## src/rtl/wb_port_arbiter.sv

```systemverilog
// Round-robin arbiter that shares the register-file write port between the ALU (req0) and load data (req1).
// Optional grant locking is compiled in with `define WB_ARB_LOCK_EN.
module wb_port_arbiter #(
  parameter int DATA_W     = 32,
  parameter int ADDR_W     = 5,
  parameter bit DISCARD_R0 = 1'b1
) (
  input  logic              clk,
  input  logic              rst,
  input  logic              req0,
  input  logic [ADDR_W-1:0] addr0,
  input  logic [DATA_W-1:0] data0,
  output logic              gnt0,
  input  logic              req1,
  input  logic [ADDR_W-1:0] addr1,
  input  logic [DATA_W-1:0] data1,
  output logic              gnt1,
`ifdef WB_ARB_LOCK_EN
  input  logic              lock0,
  input  logic              lock1,
`endif
  input  logic              rf_ready,
  output logic              rf_we,
  output logic [ADDR_W-1:0] rf_waddr,
  output logic [DATA_W-1:0] rf_wdata,
  output logic              sel
);

  typedef enum logic {EMPTY = 1'b0, FULL = 1'b1} state_t;

  state_t            state;
  logic              prio;
  logic              accept;
  logic              m0, m1;
  logic [ADDR_W-1:0] win_addr;
  logic [DATA_W-1:0] win_data;

`ifdef WB_ARB_LOCK_EN
  logic locked, lock_id, win_lock;
  // While locked to one requester the other is invisible to the arbiter.
  assign m0       = req0 & ~(locked &  lock_id);
  assign m1       = req1 & ~(locked & ~lock_id);
  assign win_lock = gnt0 ? lock0 : lock1;
`else
  assign m0 = req0;
  assign m1 = req1;
`endif

  assign accept   = (state == EMPTY) | rf_ready;
  assign gnt0     = ~rst & accept & m0 & (~m1 | ~prio);
  assign gnt1     = ~rst & accept & m1 & (~m0 |  prio);
  assign win_addr = gnt0 ? addr0 : addr1;
  assign win_data = gnt0 ? data0 : data1;
  assign rf_we    = (state == FULL);

  always_ff @(posedge clk) begin
    if (rst) begin
      state    <= EMPTY;
      rf_waddr <= '0;
      rf_wdata <= '0;
      sel      <= 1'b0;
      prio     <= 1'b0;
`ifdef WB_ARB_LOCK_EN
      locked   <= 1'b0;
      lock_id  <= 1'b0;
`endif
    end else if (accept) begin
      if (gnt0 | gnt1) begin
        rf_waddr <= win_addr;
        rf_wdata <= win_data;
        sel      <= gnt0;
        // Writes to r0 complete the handshake but leave the stage empty.
        state    <= (DISCARD_R0 && (win_addr == '0)) ? EMPTY : FULL;
        prio     <= gnt0;
`ifdef WB_ARB_LOCK_EN
        if (win_lock) begin
          locked  <= 1'b1;
          lock_id <= gnt1;
          prio    <= gnt1;
        end else begin
          locked  <= 1'b0;
        end
`endif
      end else begin
        state <= EMPTY;
      end
    end
  end

endmodule

```

## config.mk

```make
export PLATFORM = sky130hd
export DESIGN_NAME = wb_port_arbiter
export DESIGN_NICKNAME = d
export VERILOG_FILES = /design/src/rtl/wb_port_arbiter.sv
export SDC_FILE = /design/constraint.sdc
export NUM_CORES = 1
export LEC_CHECK = 0
export CAP_MARGIN = 10
export CELL_PAD_IN_SITES_DETAIL_PLACEMENT = 0
export CELL_PAD_IN_SITES_GLOBAL_PLACEMENT = 2
export CORE_UTILIZATION = 18
export CTS_CLUSTER_DIAMETER = 200
export DETAILED_ROUTE_END_ITERATION = 10
export PLACE_DENSITY_LB_ADDON = 0.2
export SLEW_MARGIN = 10
export SYNTH_ARGS = -nofsm -noshare
export SYNTH_HDL_FRONTEND = slang
export SYNTH_SLANG_ARGS = --single-unit
```

## constraint.sdc

```tcl
create_clock -name clk -period 5 [get_ports clk]
set_clock_uncertainty 0.2 [all_clocks]
set_input_delay 1 -clock clk [delete_from_list [all_inputs] [get_ports clk]]
set_output_delay 1 -clock clk [all_outputs]
set_load 0.005 [all_outputs]
```

* Yosys cells after proc, flatten, opt, wreduce, memory -nomap -nowiden *
Cells that the tools add are included.

word-level totals
  word-level logic and storage cells = 24
  output and inout port bits = 41
  bits of input ports = 79
  flip-flop bits (word level) = 39

cells by class
  mux-type cells = 4
  reduce and logical (&&, ||, !) cells = 2
  bitwise operators = 14

operators with widths
  cell              count
  $mux 32           1
  $and 1x1->1       5
  $logic_not 5->1   1
  $mux 5            1
  $not 1->1         5
  $or 1x1->1        4
  $mux 1            2
  $reduce_and 2->1  1

* Depth between registers and ports, before layout *
Gate-level depths: netlist of the first run.

  depth in word-level cells = 9
  depth in mapped cells = 7
  gate-level depth less buffers = 5

* Worst setup path after synthesis of the first run *
Ideal clock, no wire load.

  path kind = input to output
  from = in req0
  to = out gnt1
  arrival = 1.847 ns
  setup slack = 1.953 ns
  cell stages on the path = 4
  required time = 3.800 ns
  path buffers = 1
  cell sequence = nor2b_1 or4b_4 inv_2 buf_2

between the ends
  longest elaborated chain between the ends = 3

ends and longest elaborated chain
  item                line  text
  start: declaration  10    input logic req0,
  $not 1->1           51    assign gnt1 = ~rst & accept & m1 & (~m0 | prio);
  $or 1x1->1          51
  $and 1x1->1         51
  end: declaration    17    output logic gnt1,

No other way between the ends.

* Final worst setup path of the first run *
Ends and elaborated chain as after synthesis.

==> metrics.md, run 1 <==
| Metric | Value |
|---|---|
| Layout cells sized above 1 | `under 10%` |
| Syn avg cell area | `between 7 and 8 um^2` |
| Count of final setup violators | `0` |
| DRC | `0` |
| Top cells by count, synth | `nand2_1, dfxtp_1, a311oi_1` |
| Port Buffers | `119` |
| Proportion of netlist area held by the largest area contributor | `a little under half` |
| Worst Setup Path Type | `in -> out` |
| Slew of the pin with the lowest slew margin | `0.844 ns` |
| Count leader, synth | `nand2_1` |
| EDFF count, synth | `0` |
| Crit path max fanout | `2` |
| DP HPWL | `just over 4000 um` |
| Reg2reg end | `rf_we` |
| Worst Hold End | `rf_wdata[16]` |
| R2R setup slack | `around 2.9 ns` |
| Total power | `approximately 0.00077 W` |
| Setup repair bufs after CTS | `0` |
| Ranking of synthesized cells by area | `dfxtp_1, a311oi_1, nand2_1, nor2_1, clkbuf_1` |
| ANT cells | `0` |
| R2r startpoint | `rf_we` |
| Fmax | `roughly 0.26 GHz` |
| Number of global-route vias before repair | `1864` |
| Slowest-stage cell, CP | `clkdlybuf4s50_1` |
| Final-stage net count | `410` |
| Dpl ws | `about 1.1 ns` |
| Gr ovfl total | `0` |
| Power density cells | `about 250 nW/um^2` |
| #FFs+latches synth | `39` |
| Final worst path period share | `76.7%` |
| Initial DRT Pass Iterations | `4` |
| Die height | `a little under 100 um` |
| Req. time, crit path | `about 3.8 ns` |
| Antenna viol nets, final | `0` |
| Num CTS Buffers | `5` |
| Wire per inst | `between 10 and 15 um` |
| Antenna violations before repair | `0` |
| Worst setup EP type | `output pin` |
| Post-synth ARST share | `0%` |
| Global-route wire length before repair | `between 9000 and 10000 um` |
| RSZ-0062 raised after global routing | `false` |
| Fin Setup TNS | `0 ns` |
| I/O pin cnt | `120` |
| Register area share after synthesis | `about 46%` |
| Fin. Hold Viols | `0` |
| Mapped Nets | `~300` |
| CP peak stage delay | `0.51 ns` |
| Cells after DPL | `about 450` |
| YS warnings | `0` |
| Max IR drop VDD | `0.0915 mV` |
| Core area | `about 9000 um^2` |
| CTS tree | `built` |
| Post-CTS sizing | `0` |
| Cts-stage hold buffer count | `0` |
| Hold path cells | `2` |
| Synth cell types | `17` |
| Largest net degree at the start of global routing | `77` |
| Worst hold slack | `approximately 0.28 ns` |
| Site Rows | `35` |
| Cells along the critical path | `clkdlybuf4s50_1 > nor2b_1 > or4b_4 > inv_2 > clkdlybuf4s50_1` |
| Worst Path Buf+Inv | `3` |
| Max-cap violations | `0` |
| Cell repeated most along the worst path | `clkdlybuf4s50_1` |
| Total Wirelength | `roughly 6200 um` |
| Gpl congestion | `0.649` |
| Yosys top cell by area | `dfxtp_1` |
| Top Family by Delay on Critical Path | `buffers and inverters` |
| Top FF cell, synth | `dfxtp_1` |
| Tmin final | `about 3.8 ns` |
| Initial drt markers | `between 60 and 70` |
| Status | `finished clean` |
| Clock sinks | `39` |
| Synth-to-Final Area Change | `79.7%` |
| Clock slew at reported path FFs | `roughly 0.080 ns` |
| Leakage | `roughly 1.1 nW` |
| Die footprint | `9900 um^2` |
| Final worst slack | `around 1.2 ns` |
| Via Count | `approximately 2000` |
| Hold Crit Class | `reg -> reg` |
| CP Launch Type | `input pin` |
| Final Non-Filler Cells | `about 460` |
| Synthesized area | `roughly 1700 um^2` |
| Clk buf depth | `2` |
| Hold Startpoint | `rf_wdata[16]` |
| Latest clock arrival within the worst-skew pair | `about 0.29 ns` |
| Die width | `between 90 and 100 um` |
| Max_slew headroom | `a little over two fifths` |
| Arrival @ worst endpoint | `between 2 and 3 ns` |
| H-tree depth | `2` |
| Vias per cell | `between 4 and 5` |
| Root Buffer | `clkbuf_8` |
| Initial Utilization | `between 10% and 20%` |
| Final Max Tran Viols | `0` |
| R2r worst-path depth | `6` |
| Syn Inst Count | `between 200 and 250` |
| GR Util All Layers | `around an eighth` |
==> sequential cells by signal, summed over array words and instances (netlist names) <==
signal,cells
sel,1
rf_waddr,5
rf_we,1
rf_wdata,32
==> report_power, final <==
group          total, W  internal (W)  leakage, nW  switching [W]
Combinational  0.000201      0.000127        0.711      0.0000742
Clock          0.000218     0.0000977       0.0412       0.000121
Sequential     0.000355      0.000340        0.322      0.0000151
==> per-layer routing <==
metal / part of all wire, % / track usage [%] / routed length (um)
met1: 47 / 16.6 / 2910
met5: 0 / 0 / 0
met4: 1.3 / 4.07 / 79
met2: 45 / 19.9 / 2830
met3: 6.9 / 3.94 / 428
==> layout by cell type (no fill, tap or decap) <==
cell             synthesis  layout
clkdlybuf4s50_1          0     118
inv_1                    2       2
dfxtp_1                 39      39
nand2b_1                 1       1
a311oi_1                38      38
a31o_2                   1       1
buf_2                    2       1
clkbuf_1                16       1
or4_1                    2       2
clkinvlp_4               0       1
nor2_1                  37      37
o21ai_0                  1       1
nor2b_1                  2       2
inv_2                    1       1
clkbuf_8                 0       5
nand4_1                  1       1
buf_4                    0       3
nor3_1                   1       1
nand2_1                 75      75
clkinv_2                 0       1
or4b_4                   1       1
==> per-stage QoR <==
stage                     instance area (um^2)  util, %
after floorplan                           1710        -
after global placement                    2990     32.3
after detailed placement                  2990     32.3
after CTS                                 3070     33.3
after global routing                      3070     33.3
final                                     3070     33.3
==> worst max path at each step <==
| stage | depth (start not counted) | startpoint | slack, ns | endpoint |
|---|---|---|---|---|
| 6_report | 5 | req0 | 1.17 | gnt1 |
| 5_1_grt | 4 | rst | 1.09 | gnt1 |
| 3_5_place_dp | 4 | rst | 1.14 | gnt1 |
| 4_1_cts | 4 | rst | 1.14 | gnt1 |
| 2_1_floorplan | 4 | req0 | 1.95 | gnt1 |
| 3_3_place_gp | 4 | rst | 1.14 | gnt1 |
==> area by class of cell <==
class                   instances  area, um^2
fillers                      1016        6170
clock inverters                 2        12.5
repair buffers                122        1210
well taps                     129         161
inverters                       3        11.3
multi-input cells             160         826
flip-flops and latches         39         781
clock buffers                   6        72.6
==> cells by family after synthesis <==
group,Yosys count,synth area share (%)
DFF,39,45.6
AOI/OAI and AO/OA,40,20.3
buffers and inverters,23,6.07
and+or+nand+nor,120,28.0
==> worst reg2reg max path: stages, from the launching register on <==
cell and delay (ns):
dfxtp_1 0.33, nor2b_1 0.13, or4b_4 0.52, inv_2 0.07, buf_4 0.38, o21ai_0 0.16, a311oi_1 0.27
Note: power is estimated with default switching activity, not from simulation.
==> run 2: changes to the inputs <==
--- a/config.mk
+++ b/config.mk
@@ -8,7 +8,7 @@
 export CAP_MARGIN = 10
 export CELL_PAD_IN_SITES_DETAIL_PLACEMENT = 0
 export CELL_PAD_IN_SITES_GLOBAL_PLACEMENT = 2
-export CORE_UTILIZATION = 18
+export CORE_UTILIZATION = 15
 export CTS_CLUSTER_DIAMETER = 200
 export DETAILED_ROUTE_END_ITERATION = 10
 export PLACE_DENSITY_LB_ADDON = 0.2
==> constraint.sdc (replaced) <==
create_clock -name clk -period 3.2 [get_ports clk]
set_clock_uncertainty 0.2 [all_clocks]
set_input_delay 0.64 -clock clk [delete_from_list [all_inputs] [get_ports clk]]
set_output_delay 0.64 -clock clk [all_outputs]
set_load 0.005 [all_outputs]
==> run 2 against run 1 <==
Effect of this change:
- sequential share of layout area shrank 0.60 points
- first-iteration DRC count grew 33%
- utilization shrank 4.6 points
- global-route usage shrank 1.4 points
- sequential cell count is the same
- design area grew 2.4%
- via count grew 0.82%
- total power grew 76%
- worst hold slack is essentially flat
- combinational power grew 60%
- die area grew 20%
- wire length grew 9.6%
- critical endpoint unchanged
- highest routed layer unchanged
==> metrics.md, run 2 (synthesized netlist as in run 1, its figures left out) <==
| Metric | Value |
|---|---|
| Synth-to-Final Area Change | `84.0%` |
| H-tree depth | `2 (unchanged)` |
| Gr ovfl total | `0 (unchanged)` |
| CTS tree | `built` |
| Top reg by flops | `rf_wdata` |
| Initial Utilization | `15.6% (-2.9 points)` |
| Power density cells | `433 nW/um^2 (+72%)` |
| WL met1 | `2990 um (+2.6%)` |
| Setup repair bufs after CTS | `0 (unchanged)` |
| Clock sinks | `39 (unchanged)` |
| Worst setup EP type | `output pin` |
| Count of final setup violators | `0 (unchanged)` |
| Critical path depth | `5 (unchanged)` |
| Tmin final | `3.13 ns` |
| R2r worst-path depth | `6 (unchanged)` |
| Die width | `109 um (+9.3%)` |
| Hold path cells | `2 (unchanged)` |
| Antenna violations before repair | `0 (unchanged)` |
| Final worst slack | `0.0726 ns (-1.09 ns)` |
| Fin Setup TNS | `0 ns (unchanged)` |
| Global-route wire length before repair | `10100 um (+3.9%)` |
| Largest net degree at the start of global routing | `77 (unchanged)` |
| Latest clock arrival within the worst-skew pair | `0.28 ns (about the same)` |
| Final-stage net count | `411 (+0.24%)` |
| Max-cap violations | `0 (unchanged)` |
| GR Util All Layers | `11.3% (-1.4 points)` |
| Biggest registers after layout | `rf_wdata: 32 flops, rf_waddr: 5 flops` |
| Num CTS Buffers | `5 (unchanged)` |
| DR WL met2 | `3290 um (+17%)` |
| Clk buf depth | `2 (unchanged)` |
| Site Rows | `38 (+8.6%)` |
| Met3 Wirelength | `490 um (+14%)` |
| Post-CTS sizing | `0 (unchanged)` |
| RSZ-0062 raised after global routing | `false` |
| Fill cells | `1203 (+18%)` |
| Slowest-stage cell, CP | `or4b_4` |
| Max IR drop VDD | `0.207 mV (+130%)` |
| Fmax | `0.320 GHz` |
| Number of global-route vias before repair | `1880 (+0.86%)` |
| Worst Path Buf+Inv | `3 (unchanged)` |
| Clock slew at reported path FFs | `0.06 ns (-0.02 ns)` |
| Root Buffer | `clkbuf_16` |
| Slew of the pin with the lowest slew margin | `0.798 ns (-0.0453 ns)` |
| Top Family by Delay on Critical Path | `buffers and inverters` |
| Worst hold slack | `0.278 ns (+0.000338 ns)` |
| Cells along the critical path | `clkdlybuf4s50_1 > nor2b_1 > or4b_4 > inv_2 > clkdlybuf4s50_1` |
| Initial DRT Pass Iterations | `4 (unchanged)` |
| Final worst path period share | `between 90% and 100%` |
| Cell repeated most along the worst path | `clkdlybuf4s50_1` |
| Uppermost routed layer | `met4` |
| Status | `finished clean` |
| Cts-stage hold buffer count | `0 (unchanged)` |
| Antenna viol nets, final | `0 (unchanged)` |
| Leakage | `1.11 nW (+2.9%)` |
| Arrival @ worst endpoint | `2.29 ns (-0.34 ns)` |
| ANT cells | `0 (unchanged)` |
| Wire per inst | `14.5 um (+6.8%)` |
| CP Launch Type | `input pin` |
| CP peak stage delay | `0.50 ns (about the same)` |
| Req. time, crit path | `2.36 ns (-1.44 ns)` |
| Dpl ws | `0.0762 ns (-1.06 ns)` |
| Port Buffers | `119 (unchanged)` |
| Total Wirelength | `6840 um (+9.6%)` |
| Die height | `109 um (+9.3%)` |
| Final Max Tran Viols | `0 (unchanged)` |
| Max_slew headroom | `46.8% (+3.0 points)` |
| Number of flip-flops in the largest register | `32 (unchanged)` |
| Most frequent cells in the layout | `clkdlybuf4s50_1, nand2_1, dfxtp_1` |
| DP HPWL | `4330 um (+7.0%)` |
| Crit path max fanout | `3 (+1)` |
| DRC | `0 (unchanged)` |
| Gpl congestion | `0.708 (+9.1%)` |
| Vias per cell | `4.18 (-1.7%)` |
| Fin. Hold Viols | `0 (unchanged)` |
| Initial drt markers | `84 (+33%)` |
| Worst Setup Path Type | `in -> out` |
| Hold Crit Class | `reg -> reg` |
| Layout cells sized above 1 | `4.20% (-0.013 points)` |
| Core area | `11000 um^2 (+19%)` |
| Commonest non-fill, non-tap cell in the layout | `clkdlybuf4s50_1` |
| Die footprint | `11800 um^2 (+20%)` |
| Via Count | `1977 (+0.82%)` |
| I/O pin cnt | `120 (unchanged)` |
[run 2: stage by stage]
stage | util, % | cells | cell area, um^2 | power, W
2_1_floorplan | - | 222 | 1710 | 0.000670
3_3_place_gp | 27.4 | 465 | 3010 | 0.000891
3_5_place_dp | 27.4 | 465 | 3010 | 0.000891
4_1_cts | 28.7 | 473 | 3150 | 0.00139
5_1_grt | 28.7 | 473 | 3150 | 0.00145
6_report | 28.7 | 473 | 3150 | 0.00136
[run 2: worst min-delay path: cells and delay by family (launching register included)]
family	cells	cell delay, ns
DFF	1	0.31
and+or+nand+nor	1	0.05
AOI/OAI and AO/OA	1	0.07
[run 2: path summary, 6_finish.rpt]
| kind | from | endpoint | slack [ns] |
|---|---|---|---|
| worst max-delay path | req0 | gnt1 | 0.07 |
| worst min-delay path | rf_waddr[4] | rf_waddr[4] | 0.28 |
| worst max register to register | rf_we | rf_wdata[27] | 0.98 |
| worst min register to register | rf_waddr[4] | rf_waddr[4] | 0.28 |
[run 2: per-layer routing]
| layer | vias up | GRT usage, % |
|---|---|---|
| met3 | 4 | 3.11 |
| met5 | - | 0 |
| li1 | 991 | - |
| met4 | 0 | 3.76 |
| met2 | 84 | 19.8 |
| met1 | 898 | 13.2 |
[run 2: power breakdown]
group          internal [W]  leakage [nW]  total (W)  switching (W)
Sequential         0.000531         0.322   0.000555      0.0000238
Combinational      0.000199         0.715   0.000321       0.000122
Clock              0.000289        0.0679   0.000487       0.000198
[run 2: cell type report]
class	instances	area, um^2	area share (%)
Timing Repair Buffer	123	1220	38.6
Multi-Input combinational cell	160	826	26.2
Sequential cell	39	781	24.8
Tap cell	140	175	5.57
Clock buffer	7	133	4.21
Inverter	3	11.3	0.358
Clock inverter	1	5.00	0.159
==> run 3: changes to the inputs <==
==> constraint.sdc (replaced) <==
create_clock -name clk -period 2.5 [get_ports clk]
set_clock_uncertainty 0.2 [all_clocks]
set_input_delay 0.5 -clock clk [delete_from_list [all_inputs] [get_ports clk]]
set_output_delay 0.5 -clock clk [all_outputs]
set_load 0.005 [all_outputs]
==> run 3 against run 2 <==
Effect of this change:
- register-to-register slack worse by 0.61 ns
- utilization is 0.67 points higher
- largest cell class unchanged
- die area stayed put
- global-route usage is 0.29 points lower
- critical path depth is 1 lower
- first-iteration DRC count is 25% lower
==> metrics.md, run 3 (synthesized netlist as in run 1, its figures left out) <==
| Metric | Value |
|---|---|
| Net Sw Power | `0.000448 W (+30%)` |
| Number of global-route vias before repair | `1819 (-3.2%)` |
| Cts-stage hold buffer count | `0 (unchanged)` |
| Final worst path period share | `a little over nine tenths` |
| Worst Setup Path Type | `in -> out` |
| Internal | `0.00133 W (+31%)` |
| Die width | `109 um (unchanged)` |
| Most frequent cells in the layout | `clkdlybuf4s50_1, nand2_1, dfxtp_1` |
| Cells after DPL | `469 (+0.86%)` |
| DRC | `0 (unchanged)` |
| Layout cells sized above 1 | `6.82% (+2.6 points)` |
| Count of final setup violators | `0 (unchanged)` |
| Fin. Hold Viols | `0 (unchanged)` |
| Met1 Resource Use GR | `14.3% (+1.1 points)` |
| Gpl congestion | `0.656 (-7.4%)` |
| Gr ovfl total | `0 (unchanged)` |
| Worst hold slack | `0.274 ns (-0.00388 ns)` |
| Core area | `11000 um^2 (unchanged)` |
| Die footprint | `11800 um^2 (unchanged)` |
| I/O pin cnt | `120 (unchanged)` |
| Fill cells | `1201 (-0.17%)` |
| Antenna viol nets, final | `0 (unchanged)` |
| Initial drt markers | `63 (-25%)` |
| DP HPWL | `4470 um (+3.2%)` |
| Crit path max fanout | `3 (unchanged)` |
| Biggest registers after layout | `rf_wdata: 32 flops, rf_waddr: 5 flops` |
| GR Layer Usage met3 | `2.09% (-1.0 points)` |
| Via Count | `1953 (-1.2%)` |
| Tmin final | `~2.5 ns` |
| Global-route wire length before repair | `9870 um (-1.9%)` |
| Leakage | `1.16 nW (+5.1%)` |
| Met2 Use GR | `18.2% (-1.6 points)` |
| Clock Power Share | `36.4% (+0.7 points)` |
| Wire per inst | `14.2 um (-2.1%)` |
| Port Buffers | `119 (unchanged)` |
| Worst setup EP type | `output pin` |
| Root Buffer | `clkbuf_16` |
| H-tree depth | `2 (unchanged)` |
| Initial Utilization | `15.6% (unchanged)` |
| Synth-to-Final Area Change | `88.3%` |
| Clk buf depth | `2 (unchanged)` |
| Total Wirelength | `6760 um (-1.3%)` |
| Fin Setup TNS | `0 ns (unchanged)` |
| R2R setup slack | `0.37 ns (-0.61 ns)` |
| Dpl ws | `-0.341 ns (-0.417 ns)` |
| Number of flip-flops in the largest register | `32 (unchanged)` |
| Initial DRT Pass Iterations | `5 (+1)` |
| Max_slew headroom | `67.6% (+21 points)` |
| Arrival @ worst endpoint | `1.76 ns (-0.53 ns)` |
| RSZ-0062 raised after global routing | `false` |
| Num CTS Buffers | `5 (unchanged)` |
| Req. time, crit path | `1.80 ns (-0.56 ns)` |
| Hold Crit Class | `reg -> reg` |
| Largest net degree at the start of global routing | `53 (-31%)` |
| Seq pwr share | `40.0% (-0.7 points)` |
| Sw Share | `25.2% (-0.087 points)` |
| Final Max Tran Viols | `0 (unchanged)` |
| Power density cells | `553 nW/um^2 (+28%)` |
| Final Non-Filler Cells | `477 (+0.85%)` |
| ANT cells | `0 (unchanged)` |
| Final-stage net count | `416 (+1.2%)` |
| Vias per cell | `4.09 (-2.0%)` |
| Latest clock arrival within the worst-skew pair | `0.28 ns (about the same)` |
| Final worst slack | `0.0391 ns (-0.0335 ns)` |
| Clock sinks | `39 (unchanged)` |
| Die height | `109 um (unchanged)` |
| Top reg by flops | `rf_wdata` |
| Site Rows | `38 (unchanged)` |
| Commonest non-fill, non-tap cell in the layout | `clkdlybuf4s50_1` |
| Gate power share | `23.6% (about the same)` |
| GR Util All Layers | `11.0% (-0.29 points)` |
| Max IR drop VDD | `0.258 mV (+25%)` |
| Status | `finished clean` |
| Max-cap violations | `0 (unchanged)` |
| Antenna violations before repair | `0 (unchanged)` |
| Fmax | `about 0.41 GHz` |
| CTS tree | `built` |
| Clock slew at reported path FFs | `0.06 ns (about the same)` |
| Layer with the highest usage | `met2` |
| CP Launch Type | `input pin` |
| Slew of the pin with the lowest slew margin | `0.486 ns (-0.313 ns)` |
## run 3: changes by cell type in the layout (fill, tap and decap cells not counted), moves of 2 or more
cell / delta
buf_4: +3
clkdlybuf4s50_1: -4
dlygate4sd2_1: +2
clkbuf_1: -2
## run 3: metrics by stage
| step | instance area [um^2] | power (W) | utilization [%] |
|---|---|---|---|
| after global placement | 3050 | 0.00115 | 27.8 |
| after detailed placement | 3050 | 0.00115 | 27.8 |
| after floorplan | 1710 | 0.000857 | - |
| after global routing | 3220 | 0.00189 | 29.3 |
| final | 3220 | 0.00178 | 29.3 |
| after CTS | 3210 | 0.00182 | 29.2 |
## run 3: critical path, cell delays in order
cell and delay [ns]:
clkdlybuf4s50_1 0.48, or4b_4 0.50, inv_4 0.08, clkdlybuf4s15_2 0.20
## run 3: cell type report
| cell class | instances | area (um^2) | area share [%] |
|---|---|---|---|
| Tap cell | 140 | 175 | 5.44 |
| Clock buffer | 6 | 139 | 4.31 |
| Clock inverter | 1 | 5.00 | 0.155 |
| Multi-Input combinational cell | 160 | 836 | 26.0 |
| Timing Repair Buffer | 128 | 1270 | 39.5 |
| Inverter | 3 | 13.8 | 0.427 |
| Sequential cell | 39 | 781 | 24.2 |
## run 3: layer usage
layer / wire length (um) / vias to the layer above
li1: - / 1004
met1: 3140 / 878
met2: 3170 / 69
met3: 393 / 2
met4: 54 / 0
met5: 0 / -
## run 3: repair_timing
action,in CTS,in global routing
setup buffers,1,0
endpoints found under the setup margin,3,38
gates resized for setup,6,4
pin swaps,0,1
## run 3: final timing paths
kind               start     endpoint  cells past startpoint
max                 req1         gnt1                      4
min          rf_waddr[3]  rf_waddr[3]                      2
min reg2reg  rf_waddr[3]  rf_waddr[3]                      2
max reg2reg        rf_we        rf_we                      6
## run 3: power groups by stage
stage	Clock [W]	Sequential, W	Combinational [W]
detailed placement	0	0.000724	0.000424
CTS	0.000682	0.000713	0.000427
floorplan	0	0.000727	0.000130
global route	0.000712	0.000720	0.000455
finish	0.000649	0.000713	0.000420
global placement	0	0.000725	0.000424
